**src/rtl/serial_subtractor.sv**
```systemverilog
// Bit-serial subtractor: diff = a - b - bin, one bit per clock, LSB first.
// Optional signed-overflow output ovf is enabled by defining SERIAL_SUB_OVF_EN.
module serial_subtractor #(
  parameter int unsigned WIDTH = 4,
  parameter int unsigned CNT_W = $clog2(WIDTH + 1)
) (
  input  logic             clk,
  input  logic             rst_n,
  input  logic             start,
  input  logic [WIDTH-1:0] a,
  input  logic [WIDTH-1:0] b,
  input  logic             bin,
  output logic             busy,
  output logic             done,
  output logic [WIDTH-1:0] diff,
  output logic             bout
`ifdef SERIAL_SUB_OVF_EN
  ,
  output logic             ovf
`endif
);

  typedef enum logic [0:0] {StIdle, StRun} state_e;

  state_e           r_state;
  logic [WIDTH-1:0] r_sa;
  logic [WIDTH-1:0] r_sb;
  logic [WIDTH-1:0] r_res;
  logic             r_borrow;
  logic [CNT_W-1:0] r_cnt;

  logic             w_d;
  logic             w_borrow_next;
  logic             w_last;
  logic [WIDTH-1:0] w_res_next;

  // Single full-subtractor cell working on the current LSBs.
  always_comb begin
    w_d           = r_sa[0] ^ r_sb[0] ^ r_borrow;
    w_borrow_next = (~r_sa[0] & r_sb[0]) | (~(r_sa[0] ^ r_sb[0]) & r_borrow);
    w_last        = (r_cnt == CNT_W'(WIDTH - 1));
    w_res_next    = {w_d, r_res[WIDTH-1:1]};
  end

`ifdef SERIAL_SUB_OVF_EN
  logic r_a_msb;
  logic r_b_msb;

  always_ff @(posedge clk or negedge rst_n) begin
    if (!rst_n) begin
      r_a_msb <= 1'b0;
      r_b_msb <= 1'b0;
      ovf     <= 1'b0;
    end else begin
      if (r_state == StIdle && start) begin
        r_a_msb <= a[WIDTH-1];
        r_b_msb <= b[WIDTH-1];
      end
      // w_d on the last step is the final diff MSB.
      if (r_state == StRun && w_last) begin
        ovf <= (r_a_msb ^ r_b_msb) & (w_d ^ r_a_msb);
      end
    end
  end
`endif

  always_ff @(posedge clk or negedge rst_n) begin
    if (!rst_n) begin
      r_state  <= StIdle;
      r_sa     <= '0;
      r_sb     <= '0;
      r_res    <= '0;
      r_borrow <= 1'b0;
      r_cnt    <= '0;
      busy     <= 1'b0;
      done     <= 1'b0;
      diff     <= '0;
      bout     <= 1'b0;
    end else begin
      done <= 1'b0;
      unique case (r_state)
        StIdle: begin
          if (start) begin
            r_sa     <= a;
            r_sb     <= b;
            r_borrow <= bin;
            r_cnt    <= '0;
            r_state  <= StRun;
            busy     <= 1'b1;
          end
        end
        StRun: begin
          r_sa     <= r_sa >> 1;
          r_sb     <= r_sb >> 1;
          r_res    <= w_res_next;
          r_borrow <= w_borrow_next;
          r_cnt    <= r_cnt + CNT_W'(1);
          if (w_last) begin
            r_state <= StIdle;
            busy    <= 1'b0;
            done    <= 1'b1;
            diff    <= w_res_next;
            bout    <= w_borrow_next;
          end
        end
        default: r_state <= StIdle;
      endcase
    end
  end

endmodule

```
**config.mk**
```make
export PLATFORM = sky130hd
export DESIGN_NAME = serial_subtractor
export DESIGN_NICKNAME = d
export VERILOG_FILES = /design/src/rtl/serial_subtractor.sv
export SDC_FILE = /design/constraint.sdc
export NUM_CORES = 1
export LEC_CHECK = 0
export ABC_AREA = 1
export CAP_MARGIN = 10
export CORE_UTILIZATION = 45
export CTS_CLUSTER_SIZE = 28
export DETAILED_ROUTE_END_ITERATION = 7
export GPL_TIMING_DRIVEN = 0
export MAX_ROUTING_LAYER = met4
export PLACE_DENSITY = 0.76
export SLEW_MARGIN = 15
export SYNTH_ARGS = -nofsm -noshare
export SYNTH_HDL_FRONTEND = slang
export SYNTH_SLANG_ARGS = --single-unit
export TNS_END_PERCENT = 1
```
**constraint.sdc**
```tcl
create_clock -name clk -period 1.3 [get_ports clk]
set_input_delay 0.39 -clock clk [delete_from_list [all_inputs] [get_ports clk]]
set_output_delay 0.39 -clock clk [all_outputs]
set_load 0.01 [all_outputs]
```
==> impl_metrics.ini <==
[worst_setup_path]
cpPeakStageDelay_ns = 0.42
crit_fanout = 10
critPathLaunchType = flop
cp_top_family = adder cells
cp.arrival_ns = 1.48
required_ns = 1.52
reg2reg_slack_ns = 0.04
path_buf_inv = 1
path_cells = ha_1 -> ha_1 -> nand2_4 -> inv_1 -> nand2_1 -> nand2_1
worstSetupEndpointType = flop
cp_slowest_cell = dfrtp_1
path_class = reg -> reg

[logic_synthesis]
ys_warn_count = 0
synthTopCellsByArea = dfrtp_1 (56%), nand2_1 (12%), nand3_1 (7.8%)
netlist_instances = 106
yosysSeqAreaShare = 0.562
ys_seq_elements = 23
syn-num-nets = 122
ys_types = 15
avgSynthCellArea_um2 = 9.66
synth.largest_area_cell = dfrtp_1
syn_area_mm2 = 0.00102
synth_top_area_frac = 0.562

[timing]
worstMarginPinSlew_ns = 0.985
rsz0062_at_grt = yes
hold_ws_ns = 0.217
fin_setup_tns_ns = 0
finClkSkew_ns = 0.00204
fin_crit_sh = 0.966
layout_min_cycle_time_ns = 1.26
max_freq_ghz = 0.796
maxSlewViolCount = 0
slew-limit-headroom = 0.342
finalSetupViolations = 0
finalHoldViolCount = 0

[cts]
cts_sinks = 23
clk_latency_ns = 0.31
htree_levels = 1
cts_buffers = 3
hold_buffers = 0
clk_pin_slew_ns = 0.12
cts_max_path_buffers = 2
cts_tree = done
root_buffer = clkbuf_4

[status]
status = finished clean

[die]
die-area_mm2 = 0.00247
core_area_mm2 = 0.00204
dieWidth_um = 49.7
die_h_um = 49.7
rows = 16
ios = 19
initial_utilization = 0.501

[route]
vias_per_cell = 4.70
drt_first_iter_violations = 16
wl_mm = 1.70
drt_drc_violations_left = 0
firstDrtPassIters = 4
drtAntennaViolNets = 0
routedWlPerCell_um = 10.7
vias = 747

[final_layout]
final_cells = 159
finalNetCount = 149
drive_gt1_frac = 0.189
diodes = 0
nFillCells = 192
design_area_mm2 = 0.00127
area.growth.synth_to_final_pct = 23.8

[global_route]
grt_max_degree = 24
grt_first_pass_wirelength_mm = 2.97
grt.overflow.total = 0
grt_pass1_vias = 690
grt_usage = 0.168
grt_antenna_before_repair = 0

[pwr]
intPower_w = 0.00167
comb_power_share = 0.440
p_seq_frac = 0.436
power_density_mw_per_mm2 = 2100
p_sw_w = 0.000986
vdd_drop_max_v = 0.00100
p_leak_nw = 0.671
pwr-share-clk = 0.124
netSwitchingFraction = 0.371

[flow_run]
drv_cap = 0

[hold_path]
worstHoldPathType = in -> async

[place]
placed_area_mm2 = 0.00124
gp_congestion = 0.681
dpl.hpwl_mm = 1.17
io_buffers = 18
dp_cells = 151
through the flow:
stage / utilization / total power [W] / setup slack [ns]
global placement: 0.606 / 0.00232 / -0.335
floorplan: - / 0.00196 / 0.132
finish: 0.621 / 0.00266 / 0.0436
detailed placement: 0.606 / 0.00237 / -0.344
CTS: 0.619 / 0.00271 / 0.0241
global route: 0.621 / 0.00292 / -0.0325
power groups by stage:
| stage | combinational (W) | sequential (W) | clock [W] |
|---|---|---|---|
| 3_3_place_gp | 0.00115 | 0.00117 | 0 |
| 5_1_grt | 0.00134 | 0.00121 | 0.000375 |
| 3_5_place_dp | 0.00119 | 0.00118 | 0 |
| 4_1_cts | 0.00120 | 0.00116 | 0.000350 |
| 2_1_floorplan | 0.000755 | 0.00120 | 0 |
| 6_report | 0.00117 | 0.00116 | 0.000329 |
layout make-up:
cell class                 count  area, um2  area share
multi-input combinational     68        363       0.286
timing repair buffer          22        178       0.140
sequential                    23        576       0.454
tap                           27       33.8      0.0267
buffer                         5       52.6      0.0415
inverter                      10       37.5      0.0296
clock inverter                 1       5.00     0.00395
clock buffer                   3       22.5      0.0178
worst paths after layout:
path,start,endpoint,cells after the start
setup / recovery,r_cnt[0],diff[3],6
hold / removal,rst_n,r_sa[1],1
setup reg to reg,r_cnt[0],diff[3],6
hold reg to reg,r_sa[3],r_sa[3],2
max in group asynchronous,rst_n,r_cnt[2],1
min in group clk,r_sa[3],r_sa[3],2
worst reg2reg max path: stages (launching register included):
cell     delay, ns
dfrtp_1       0.42
ha_1          0.24
ha_1          0.22
nand2_4       0.11
inv_1         0.08
nand2_1       0.06
nand2_1       0.04
cell usage after synthesis:
library cell / count
a21boi_2: 1
buf_4: 1
buf_6: 4
dfrtp_1: 23
fa_1: 1
ha_1: 3
inv_1: 9
inv_2: 1
nand2_1: 34
nand2_2: 2
nand3_1: 16
nor2_1: 1
nor2_8: 1
o21ai_0: 8
o21ai_1: 1
flip-flops by register name (all words and copies together), names as in the netlist:
| signal | count |
|---|---|
| r_res | 3 |
| r_state | 1 |
| r_sa | 4 |
| r_cnt | 3 |
| busy | 1 |
| bout | 1 |
| r_sb | 4 |
| diff | 4 |
| done | 1 |
| r_borrow | 1 |
layer usage:
layer | global-route usage | up-vias | part of all wire
met2 | 0.245 | 24 | 0.44
met1 | 0.213 | 335 | 0.47
met5 | - | - | 0
li1 | - | 383 | -
met3 | 0.0309 | 5 | 0.057
met4 | 0.114 | 0 | 0.029
cells by family after synthesis:
logic type      count (synthesis)  share of synthesized area
compound gates                 10                     0.0550
fa+ha+maj                       4                     0.0562
buf+inv                        15                     0.0880
simple gates                   54                      0.238
flops                          23                      0.562
timing repair:
action / CTS / global route
buffers inserted: 4 / 0
pin swaps: 1 / 0
gates resized for setup: 29 / 1
endpoints found under the setup margin: 8 / 24
layout by cell type (no fill, tap or decap), drive strengths merged:
master         count
nand2             36
dfrtp             23
nand3             16
buf               16
clkdlybuf4s50     10
inv               10
o21ai              9
ha                 3
clkbuf             3
nor2               2
a21boi             1
fa                 1
clkinv             1
dlymetal6s2s       1
Note: power is estimated with default switching activity, not from simulation.
